[src/rtl/vec_mem_pkg.sv]
// rtl/vec_mem_pkg.sv - shared types and constants for the two-master memory arbiter
//
// Purpose: arbiter FSM state encoding, master identifiers and arbitration mode values.
// Ports  : none (package).

package vec_mem_pkg;

   typedef enum logic [1:0] {
      ST_IDLE  = 2'd0,
      ST_ISSUE = 2'd1,
      ST_RESP  = 2'd2
   } arb_state_e;

   typedef enum logic {
      MST_CPU = 1'b0,
      MST_VEC = 1'b1
   } master_e;

   localparam int ARB_RR    = 0;
   localparam int ARB_FIXED = 1;

endpackage

[src/rtl/mem_arb_sat_cnt.sv]
// rtl/mem_arb_sat_cnt.sv - saturating event counter used for per-master grant statistics
//
// Purpose: counts increment requests and holds at the all-ones value.
// Ports  : clk    - rising-edge clock
//          rst    - asynchronous active-high reset, clears the count
//          inc_i  - add one this cycle (ignored once saturated)
//          cnt_o  - current count

module mem_arb_sat_cnt #(
   parameter int W = 16
) (
   input  logic         clk,
   input  logic         rst,
   input  logic         inc_i,
   output logic [W-1:0] cnt_o
);

   logic [W-1:0] cnt_q;
   logic [W-1:0] cnt_d;

   always_comb begin
      cnt_d = cnt_q;
      if (inc_i && (cnt_q != {W{1'b1}})) begin
         cnt_d = cnt_q + W'(1);
      end
   end

   always_ff @(posedge clk or posedge rst) begin
      if (rst) begin
         cnt_q <= '0;
      end else begin
         cnt_q <= cnt_d;
      end
   end

   assign cnt_o = cnt_q;

endmodule

[src/rtl/vec_mem_arbiter.sv]
// rtl/vec_mem_arbiter.sv - CPU / vector coprocessor arbiter onto one shared memory port
//
// Purpose: serializes picorv32-style requests from the scalar CPU and the vector unit onto a
//          single registered slave port, traps out-of-range addresses and counts grants.
// Ports  : clk, rst                   - clock, asynchronous active-high reset
//          cpu_mem_*                  - CPU master port (valid/instr/addr/wdata/wstrb in, ready/rdata out)
//          vec_mem_*                  - vector master port (no instr bit)
//          mem_valid/instr/addr/wdata/wstrb - registered slave request
//          mem_ready, mem_rdata       - slave completion and read data
//          addr_err                   - sticky out-of-range flag
//          cpu_grants, vec_grants     - saturating grant counters

module vec_mem_arbiter
   import vec_mem_pkg::*;
#(
   parameter int MEM_BYTES = 1024,
   parameter int ARB_MODE  = ARB_RR,
   parameter int CNT_W     = 16
) (
   input  logic             clk,
   input  logic             rst,
   input  logic             cpu_mem_valid,
   input  logic             cpu_mem_instr,
   input  logic [31:0]      cpu_mem_addr,
   input  logic [31:0]      cpu_mem_wdata,
   input  logic [3:0]       cpu_mem_wstrb,
   output logic             cpu_mem_ready,
   output logic [31:0]      cpu_mem_rdata,
   input  logic             vec_mem_valid,
   input  logic [31:0]      vec_mem_addr,
   input  logic [31:0]      vec_mem_wdata,
   input  logic [3:0]       vec_mem_wstrb,
   output logic             vec_mem_ready,
   output logic [31:0]      vec_mem_rdata,
   output logic             mem_valid,
   output logic             mem_instr,
   output logic [31:0]      mem_addr,
   output logic [31:0]      mem_wdata,
   output logic [3:0]       mem_wstrb,
   input  logic             mem_ready,
   input  logic [31:0]      mem_rdata,
   output logic             addr_err,
   output logic [CNT_W-1:0] cpu_grants,
   output logic [CNT_W-1:0] vec_grants
);

   arb_state_e  state_q;
   master_e     last_grant_q;
   master_e     owner_q;
   logic        mem_valid_q;
   logic        mem_instr_q;
   logic [31:0] mem_addr_q;
   logic [31:0] mem_wdata_q;
   logic [3:0]  mem_wstrb_q;
   logic        cpu_ready_q;
   logic        vec_ready_q;
   logic [31:0] cpu_rdata_q;
   logic [31:0] vec_rdata_q;
   logic        addr_err_q;

   logic        req_any;
   logic        grant_cpu;
   logic        grant_vec;
   logic [31:0] sel_addr;
   logic [31:0] sel_wdata;
   logic [3:0]  sel_wstrb;
   logic        sel_instr;
   logic        sel_in_range;

   // Valids are only looked at in IDLE; a master still holding valid during its
   // RESP cycle therefore cannot be granted a second time.
   always_comb begin
      req_any      = (state_q == ST_IDLE) && (cpu_mem_valid || vec_mem_valid);
      // CPU wins when alone, in fixed-priority mode, or when the vector unit had the last grant.
      grant_cpu    = req_any && cpu_mem_valid &&
                     (!vec_mem_valid || (ARB_MODE == ARB_FIXED) || (last_grant_q == MST_VEC));
      grant_vec    = req_any && !grant_cpu;
      sel_addr     = grant_cpu ? cpu_mem_addr  : vec_mem_addr;
      sel_wdata    = grant_cpu ? cpu_mem_wdata : vec_mem_wdata;
      sel_wstrb    = grant_cpu ? cpu_mem_wstrb : vec_mem_wstrb;
      sel_instr    = grant_cpu && cpu_mem_instr;
      sel_in_range = sel_addr < 32'(MEM_BYTES);
   end

   always_ff @(posedge clk or posedge rst) begin
      if (rst) begin
         state_q      <= ST_IDLE;
         last_grant_q <= MST_VEC;
         owner_q      <= MST_CPU;
         mem_valid_q  <= 1'b0;
         mem_instr_q  <= 1'b0;
         mem_addr_q   <= '0;
         mem_wdata_q  <= '0;
         mem_wstrb_q  <= '0;
         cpu_ready_q  <= 1'b0;
         vec_ready_q  <= 1'b0;
         cpu_rdata_q  <= '0;
         vec_rdata_q  <= '0;
         addr_err_q   <= 1'b0;
      end else begin
         // Readies are single-cycle pulses: only the transition into RESP sets one.
         cpu_ready_q <= 1'b0;
         vec_ready_q <= 1'b0;
         case (state_q)
            ST_IDLE: begin
               if (req_any) begin
                  owner_q      <= grant_cpu ? MST_CPU : MST_VEC;
                  last_grant_q <= grant_cpu ? MST_CPU : MST_VEC;
                  if (sel_in_range) begin
                     mem_valid_q <= 1'b1;
                     mem_instr_q <= sel_instr;
                     mem_addr_q  <= sel_addr;
                     mem_wdata_q <= sel_wdata;
                     mem_wstrb_q <= sel_wstrb;
                     state_q     <= ST_ISSUE;
                  end else begin
                     // Trapped locally: the slave port is left untouched and the
                     // requester is completed with zero data.
                     addr_err_q <= 1'b1;
                     if (grant_cpu) begin
                        cpu_ready_q <= 1'b1;
                        cpu_rdata_q <= '0;
                     end else begin
                        vec_ready_q <= 1'b1;
                        vec_rdata_q <= '0;
                     end
                     state_q <= ST_RESP;
                  end
               end
            end
            ST_ISSUE: begin
               if (mem_ready) begin
                  mem_valid_q <= 1'b0;
                  if (owner_q == MST_CPU) begin
                     cpu_ready_q <= 1'b1;
                     cpu_rdata_q <= mem_rdata;
                  end else begin
                     vec_ready_q <= 1'b1;
                     vec_rdata_q <= mem_rdata;
                  end
                  state_q <= ST_RESP;
               end
            end
            ST_RESP: begin
               state_q <= ST_IDLE;
            end
            default: begin
               state_q     <= ST_IDLE;
               mem_valid_q <= 1'b0;
            end
         endcase
      end
   end

   mem_arb_sat_cnt #(.W(CNT_W)) u_cpu_cnt (
      .clk   (clk),
      .rst   (rst),
      .inc_i (grant_cpu),
      .cnt_o (cpu_grants)
   );

   mem_arb_sat_cnt #(.W(CNT_W)) u_vec_cnt (
      .clk   (clk),
      .rst   (rst),
      .inc_i (grant_vec),
      .cnt_o (vec_grants)
   );

   assign mem_valid     = mem_valid_q;
   assign mem_instr     = mem_instr_q;
   assign mem_addr      = mem_addr_q;
   assign mem_wdata     = mem_wdata_q;
   assign mem_wstrb     = mem_wstrb_q;
   assign cpu_mem_ready = cpu_ready_q;
   assign cpu_mem_rdata = cpu_rdata_q;
   assign vec_mem_ready = vec_ready_q;
   assign vec_mem_rdata = vec_rdata_q;
   assign addr_err      = addr_err_q;

endmodule

[config.mk]
export PLATFORM = sky130hd
export DESIGN_NAME = vec_mem_arbiter
export DESIGN_NICKNAME = d
export VERILOG_FILES = /design/src/rtl/vec_mem_pkg.sv /design/src/rtl/mem_arb_sat_cnt.sv /design/src/rtl/vec_mem_arbiter.sv
export SDC_FILE = /design/constraint.sdc
export NUM_CORES = 1
export LEC_CHECK = 0
export CAP_MARGIN = 10
export CORE_UTILIZATION = 43
export CTS_CLUSTER_DIAMETER = 30
export CTS_CLUSTER_SIZE = 30
export DETAILED_ROUTE_END_ITERATION = 6
export PLACE_DENSITY = 0.89
export SLEW_MARGIN = 20
export SYNTH_ARGS = -nofsm -noshare
export SYNTH_HDL_FRONTEND = slang
export SYNTH_SLANG_ARGS = --single-unit
[constraint.sdc]
create_clock -name clk -period 8.75 [get_ports clk]
set_clock_uncertainty 0.05 [all_clocks]
set_input_delay 2.1875 -clock clk [delete_from_list [all_inputs] [get_ports clk]]
set_output_delay 2.1875 -clock clk [all_outputs]
set_load 0.05 [all_outputs]
==> qor.txt, run 1 <==
=====================================================================================
Max_slew headroom                                                               28.9%
Detail-routed via count per cell                                                 5.24
Tmin final                                                                    5.30 ns
Reg2Reg Depth                                                                       7
Buffers inserted during post-CTS setup optimization                                 0
Syn Inst Count                                                                    808
Fraction of the yosys area taken by sequential cells                            53.4%
Via count of the first global-routing pass                                      7,242
Area share of the leading cell type in the synthesized netlist                  53.0%
Global routing usage summed across all routing layers                           26.1%
Critical path peak fanout                                                          53
Cell type contributing the most total cell area after synthesis          sky130_fd_sc_hd__dfrtp_1
Detailed-route wire length per cell                                      18.2 microns
Post-cts resize count                                                               0
XOR/XNOR share of the synthesized area                                          3.02%
Total standard cell area after synthesis                                   8120 sq um
Pins Over Slew Limit                                                                0
Final hold violation count                                                          0
Leading cell type in the layout, fill and taps excluded                  sky130_fd_sc_hd__clkdlybuf4s50_1
Number of buffers between clock root and the deepest sink                           2
Number of top-level pins                                                          343
Leakage power figure                                                          5.44 nW
Worst EP arrival                                                              5.55 ns
Buffers on Ports                                                                  342
Cell at the root of the clock tree                                       sky130_fd_sc_hd__clkbuf_16
Antenna-violating nets left                                                         0
Minimum setup slack in the final design                                       3.45 ns
Clk sink count                                                                    173
Die boundary width                                                        139 microns
R2r setup slk                                                                 5.08 ns
Overall power                                                               0.00201 W
Most area-consuming cells after synthesis                                sky130_fd_sc_hd__dfrtp_1 53%, sky130_fd_sc_hd__mux2_4 8.5%, sky130_fd_sc_hd__nand2_1 8.4%
Crit path max-delay family                                               buffers and inverters
Flip-flop and latch count after synthesis                                         173
Main flop type after synthesis                                           sky130_fd_sc_hd__dfrtp_1
Final Wtd Congestion                                                            0.874
Compound-cell area share of the yosys netlist                                   9.62%
Worst Setup Slack post-DPL                                                    2.62 ns
Share of post-route cells with drive strength above 1                           9.13%
Clock-pin slew of the registers on the worst-case setup and hold paths        0.06 ns
Later-pin clock latency in the skew report                                    0.42 ns
Post-synthesis share of cell area spent on and, or, nand and nor gates          18.6%
DRC violation count after routing                                                   0
Critical path start-end classification                                   input port to flop
Achievable Freq                                                             0.189 GHz
Multiplexer area fraction after synthesis                                       8.79%
Antenna violations before repair                                                    3
Combinational family with the most area after synthesis                  simple AND/OR/NAND/NOR gates
Most frequent cells in the layout                                        342 x sky130_fd_sc_hd__clkdlybuf4s50_1, 182 x sky130_fd_sc_hd__nand2_1, 172 x sky130_fd_sc_hd__dfrtp_1
Final total negative setup slack                                                 0 ns
Hold Crit Class                                                          flop to flop
Required time at the worst-slack endpoint                                     9.00 ns
Crit path buf inv count                                                             3
Maximum number of pins on one net before global-route repair                       68
Wire length of the first global-routing pass                             39,300 microns
Peak VDD IR                                                                    125 uV
Worst Max-Slew Pin Slew                                                       1.06 ns
Hold path start                                                          addr_err$_DFFE_PP0P_
Full die area                                                            19,400 sq um
Starting density of the core                                                    44.6%
Total Wirelength                                                         25,200 microns
Violation count after the first detailed-route iteration                          437
Area growth from synthesis to layout                                            51.6%
TritonCTS Buffers                                                                  17
Average instance area after synthesis                                      10.0 sq um
Worst hold slack                                                             0.426 ns
Synthesized Nets                                                                  984
Synth cell types                                                                   41
Number of rows in the core area                                                    49
Core area                                                                18,200 sq um
Max incr delay on CP                                                          0.90 ns
Result of the run                                                        complete, no violations
Height of the chip                                                        139 microns
Synth async-reset ratio                                                          100%
Yosys warning count                                                                 0
Worst R2R Start                                                          state_q[1]$_DFFE_PP0P_
Global-route congestion overflow total                                              0
Total via count in the routed design                                            7,237
Clock tree from TritonCTS                                                        done
Number of flops mapped to enable cells by yosys                                     0
Fraction of the mapped netlist area in adder cells                             0.308%
Htree depth                                                                         4
Worst min-delay path endpoint                                            addr_err$_DFFE_PP0P_
Maximum capacitance violations                                                      0
Post-layout net count                                                           1,313
Number of stages on the worst hold path                                             1
Worst reg2reg endpoint                                                   mem_wdata[5]$_DFFE_PP0P_
Sequence of cells on the critical path                                   clkdlybuf4s50_1 -> nand2b_1 -> and3_2 -> nor3_4 -> o21ai_4 -> buf_16 -> buf_4 -> mux2_4
RSZ-0062 raised after global routing                                               no
Final setup violation count                                                         0
Startpoint kind of the worst setup timing path                             input port
Final cycle utilization of the critical path                                    60.6%
Length of the first detailed-routing pass in iterations                             5
Cell with the biggest individual delay on the critical path              sky130_fd_sc_hd__and3_2
Hold-fix buffers, CTS                                                               0
Power per unit of standard cell area                                      164 nW/um^2
Half-perimeter wire length of the detailed placement result              18,000 microns
Crit. End Element                                                                flop
=====================================================================================
## per-layer routing
metal  track usage [%]  vias to the layer above  wire, microns
met5                 0                        -              0
met4              11.9                        0            837
met3              8.57                       45           2070
met2              43.9                      333          12600
met1              30.2                     3497           9750
li1                  -                     3362              -
## sequential cells by signal, indices dropped and copies added (netlist names), 2 cells and up
name,flops
vec_mem_rdata,32
u_vec_cnt.cnt_o,16
mem_addr,32
cpu_mem_rdata,32
u_cpu_cnt.cnt_o,16
mem_wdata,32
state_q,2
mem_wstrb,4
## per-stage QoR
step | area [sq um] | util [%] | instances
2_1_floorplan | 8120 | - | 808
3_3_place_gp | 11700 | 64.2 | 1346
3_5_place_dp | 11700 | 64.2 | 1346
4_1_cts | 12300 | 67.4 | 1378
5_1_grt | 12300 | 67.6 | 1382
6_report | 12300 | 67.6 | 1382
## worst max-delay path by stage
| stage | from | to | slack, ns | depth (start not counted) |
|---|---|---|---|---|
| floorplan | rst | addr_err$_DFFE_PP0P_ | 1.83 | 1 |
| global placement | vec_mem_valid | mem_wdata[3]$_DFFE_PP0P_ | 2.78 | 7 |
| detailed placement | vec_mem_valid | mem_wdata[22]$_DFFE_PP0P_ | 2.62 | 7 |
| CTS | vec_mem_valid | mem_wdata[22]$_DFFE_PP0P_ | 3.06 | 7 |
| global route | vec_mem_valid | mem_wdata[22]$_DFFE_PP0P_ | 3.26 | 8 |
| finish | vec_mem_valid | mem_wdata[5]$_DFFE_PP0P_ | 3.45 | 8 |
## worst reg2reg max path, cell delays in order, from the launching register on
cell and delay [ns]:
sky130_fd_sc_hd__dfrtp_1 0.51, sky130_fd_sc_hd__nor2_2 0.24, sky130_fd_sc_hd__and3_2 0.91, sky130_fd_sc_hd__nor3_4 0.18, sky130_fd_sc_hd__o21ai_4 0.51, sky130_fd_sc_hd__buf_16 0.25, sky130_fd_sc_hd__buf_4 0.52, sky130_fd_sc_hd__mux2_4 0.39
## layout make-up
| cell class | count | area [sq um] |
|---|---|---|
| diodes | 3 | 7.51 |
| clock buffers | 21 | 450 |
| clock inverters | 11 | 133 |
| fillers | 1340 | 5900 |
| inverters | 73 | 279 |
| multi-input cells | 520 | 3300 |
| flip-flops and latches | 173 | 4330 |
| well taps | 229 | 287 |
| repair buffers | 352 | 3520 |
## cell families (layout without fill, tap and decap cells)
group / after synthesis / count (layout)
AO/OA/AOI/OAI: 114 / 114
XOR/XNOR: 28 / 28
adder cells (fa/ha/maj): 2 / 2
buffers and inverters: 115 / 457
flip-flops: 173 / 173
multiplexers: 48 / 48
other: 0 / 3
AND/OR/NAND/NOR: 328 / 328
## synth_stat cells (2+ instances only)
master	number
sky130_fd_sc_hd__buf_2	4
sky130_fd_sc_hd__nor2_2	2
sky130_fd_sc_hd__dfrtp_1	172
sky130_fd_sc_hd__nand2_1	182
sky130_fd_sc_hd__and2_1	25
sky130_fd_sc_hd__o211ai_1	34
sky130_fd_sc_hd__nand4_1	11
sky130_fd_sc_hd__o21a_1	4
sky130_fd_sc_hd__a22oi_1	32
sky130_fd_sc_hd__nor3_4	2
sky130_fd_sc_hd__and4_1	4
sky130_fd_sc_hd__nand3_1	44
sky130_fd_sc_hd__o31ai_1	2
sky130_fd_sc_hd__xor2_1	18
sky130_fd_sc_hd__nor4_1	11
sky130_fd_sc_hd__inv_1	73
sky130_fd_sc_hd__buf_6	10
sky130_fd_sc_hd__a31oi_1	2
sky130_fd_sc_hd__mux2_4	46
sky130_fd_sc_hd__o21ai_1	10
sky130_fd_sc_hd__nor3_1	7
sky130_fd_sc_hd__a21bo_2	2
sky130_fd_sc_hd__xnor2_1	10
sky130_fd_sc_hd__clkbuf_1	28
sky130_fd_sc_hd__mux2_2	2
sky130_fd_sc_hd__ha_1	2
sky130_fd_sc_hd__o21ai_0	24
sky130_fd_sc_hd__nor2_1	30
sky130_fd_sc_hd__nor2b_1	3
## power breakdown
part	internal, W	total [W]	switching (W)
Combinational	0.000157	0.000381	0.000223
Sequential	0.000828	0.000868	0.0000402
Clock	0.000434	0.000763	0.000329
(Power assumes the default switching activity.)
==> inputs of run 2 (changes only) <==
clock period = 5 ns   (was 8.75 ns; I/O delays follow)
==> qor.txt, run 2 (same netlist as run 1, synthesis figures left out) <==
=====================================================================================
Peak VDD IR                                                                    215 uV   +72%
Most frequent cells in the layout                                        342 x sky130_fd_sc_hd__clkdlybuf4s50_1, 182 x sky130_fd_sc_hd__nand2_1, 172 x sky130_fd_sc_hd__dfrtp_1
Total via count in the routed design                                            7,149   -1.2%
Area growth from synthesis to layout                                            51.5%
Worst hold slack                                                             0.410 ns   -0.0167 ns
Worst EP arrival                                                              3.86 ns   -1.69 ns
Half-perimeter wire length of the detailed placement result              18,000 microns   -0.42%
Maximum capacitance violations                                                      0   unchanged
Hold-fix buffers, CTS                                                               0   unchanged
Startpoint kind of the worst setup timing path                             input port
Buffers on Ports                                                                  342   unchanged
Final Wtd Congestion                                                            0.854   -2.3%
Number of top-level pins                                                          343   unchanged
Wire length of the first global-routing pass                             39,000 microns   -0.68%
RSZ-0062 raised after global routing                                               no
Via count of the first global-routing pass                                      7,318   +1.0%
Global routing usage summed across all routing layers                           25.9%   -0.25 points
Post-layout net count                                                           1,313   unchanged
Achievable Freq                                                             0.277 GHz
Leading cell type in the layout, fill and taps excluded                  sky130_fd_sc_hd__clkdlybuf4s50_1
Number of buffers between clock root and the deepest sink                           2   unchanged
Length of the first detailed-routing pass in iterations                             5   unchanged
Later-pin clock latency in the skew report                                    0.42 ns   about the same
Cell at the root of the clock tree                                       sky130_fd_sc_hd__clkbuf_16
Max_slew headroom                                                               38.9%   +10 points
Leakage power figure                                                          5.43 nW   about the same
Total Wirelength                                                         25,000 microns   -0.67%
Antenna violations before repair                                                    0   -3
Full die area                                                            19,400 sq um   unchanged
Detailed-route wire length per cell                                      18.2 microns   -0.46%
Worst Max-Slew Pin Slew                                                      0.917 ns   -0.148 ns
Core area                                                                18,200 sq um   unchanged
Final hold violation count                                                          0   unchanged
Hold Crit Class                                                          flop to flop
Pins Over Slew Limit                                                                0   unchanged
Height of the chip                                                        139 microns   unchanged
Number of rows in the core area                                                    49   unchanged
Final cycle utilization of the critical path                                    72.3%
Final setup violation count                                                         0   unchanged
Buffers inserted during post-CTS setup optimization                                 0   unchanged
Clk sink count                                                                    173   unchanged
Clock-pin slew of the registers on the worst-case setup and hold paths        0.06 ns   about the same
Hold path start                                                          addr_err$_DFFE_PP0P_
Critical path peak fanout                                                          49   -7.5%
Count of antenna diodes in the layout                                               0   -3
Inst Count DP                                                                   1,347   +0.074%
Detail-routed via count per cell                                                 5.18   -1.0%
Critical path start-end classification                                   input port to flop
Final total negative setup slack                                                 0 ns   unchanged
Result of the run                                                        complete, no violations
Die boundary width                                                        139 microns   unchanged
Worst R2R Start                                                          state_q[1]$_DFFE_PP0P_
Filler Cells Inserted                                                           1,360   +1.5%
Global-route congestion overflow total                                              0   unchanged
Violation count after the first detailed-route iteration                          430   -1.6%
Crit. End Element                                                                flop
Final std cells w/o fill                                                        1,379   -0.22%
Antenna-violating nets left                                                         0   unchanged
TritonCTS Buffers                                                                  17   unchanged
Post-cts resize count                                                               0   unchanged
Clock tree from TritonCTS                                                        done
Maximum number of pins on one net before global-route repair                      174   +160%
Share of post-route cells with drive strength above 1                           9.48%   +0.35 points
Starting density of the core                                                    44.6%   unchanged
Tmin final                                                                    3.62 ns
Htree depth                                                                         4   unchanged
Power per unit of standard cell area                                      283 nW/um^2   +73%
Critical path origin                                                     cpu_mem_addr[16]
DRC violation count after routing                                                   0   unchanged
Post-route core utilization                                                     67.5%   -0.082 points
Required time at the worst-slack endpoint                                     5.25 ns   -3.75 ns
=====================================================================================
run 2: cell types whose count changed in the layout (fill, tap and decap cells not counted):
cell and delta:
sky130_fd_sc_hd__clkbuf_1 -3, sky130_fd_sc_hd__clkinv_4 +3, sky130_fd_sc_hd__diode_2 -3, sky130_fd_sc_hd__inv_8 +3, sky130_fd_sc_hd__bufinv_16 -2, sky130_fd_sc_hd__clkinv_8 +2
sky130_fd_sc_hd__inv_6 -2, sky130_fd_sc_hd__buf_12 +1, sky130_fd_sc_hd__buf_16 -1, sky130_fd_sc_hd__clkinv_2 -1, sky130_fd_sc_hd__or4_1 -1, sky130_fd_sc_hd__or4_2 +1
run 2: critical path, cell delays in order:
cell                              delay [ns]
sky130_fd_sc_hd__clkdlybuf4s50_1        0.41
sky130_fd_sc_hd__nor4_1                 0.38
sky130_fd_sc_hd__nand4_1                0.31
sky130_fd_sc_hd__nor3_4                 0.41
sky130_fd_sc_hd__o21ai_4                0.20
sky130_fd_sc_hd__buf_4                  0.44
sky130_fd_sc_hd__mux2_4                 0.41
run 2: layer usage:
layer / track usage (%) / part of all wire [%] / vias to the layer above
met2: 44.7 / 50 / 293
li1: - / - / 3358
met5: 0 / 0 / -
met4: 10.3 / 2.8 / 0
met1: 29.5 / 38 / 3461
met3: 8.43 / 8.5 / 37
run 2: cell type report:
cell class	count	area, sq um	area share [%]
Timing Repair Buffer	352	3510	28.6
Clock inverter	14	144	1.17
Inverter	73	278	2.26
Tap cell	229	287	2.33
Multi-Input combinational cell	520	3300	26.9
Sequential cell	173	4330	35.2
Clock buffer	18	439	3.57
run 2: report_power, final:
group	switching [W]	leakage, nW	internal [W]
logic	0.000387	2.78	0.000276
clock network	0.000616	0.289	0.000679
registers	0.0000720	2.37	0.00145
total	0.00107	5.43	0.00240
run 2: stage by stage:
step / cell area [sq um] / total power (W) / setup WS (ns)
floorplan: 8120 / 0.00189 / 1.49
global placement: 11700 / 0.00219 / 1.07
detailed placement: 11700 / 0.00221 / 0.960
CTS: 12300 / 0.00351 / 1.41
global route: 12300 / 0.00362 / 1.32
finish: 12300 / 0.00348 / 1.38
run 2: worst paths after layout:
kind | end | slack [ns] | cells past startpoint
setup / recovery | mem_wdata[24]$_DFFE_PP0P_ | 1.38 | 7
hold / removal | addr_err$_DFFE_PP0P_ | 0.41 | 1
setup reg to reg | mem_wdata[24]$_DFFE_PP0P_ | 2.16 | 6
hold reg to reg | addr_err$_DFFE_PP0P_ | 0.41 | 1
max in group asynchronous | mem_wdata[18]$_DFFE_PP0P_ | 2.83 | 3
min in group asynchronous | cpu_mem_rdata[0]$_DFFE_PP0P_ | 1.40 | 3
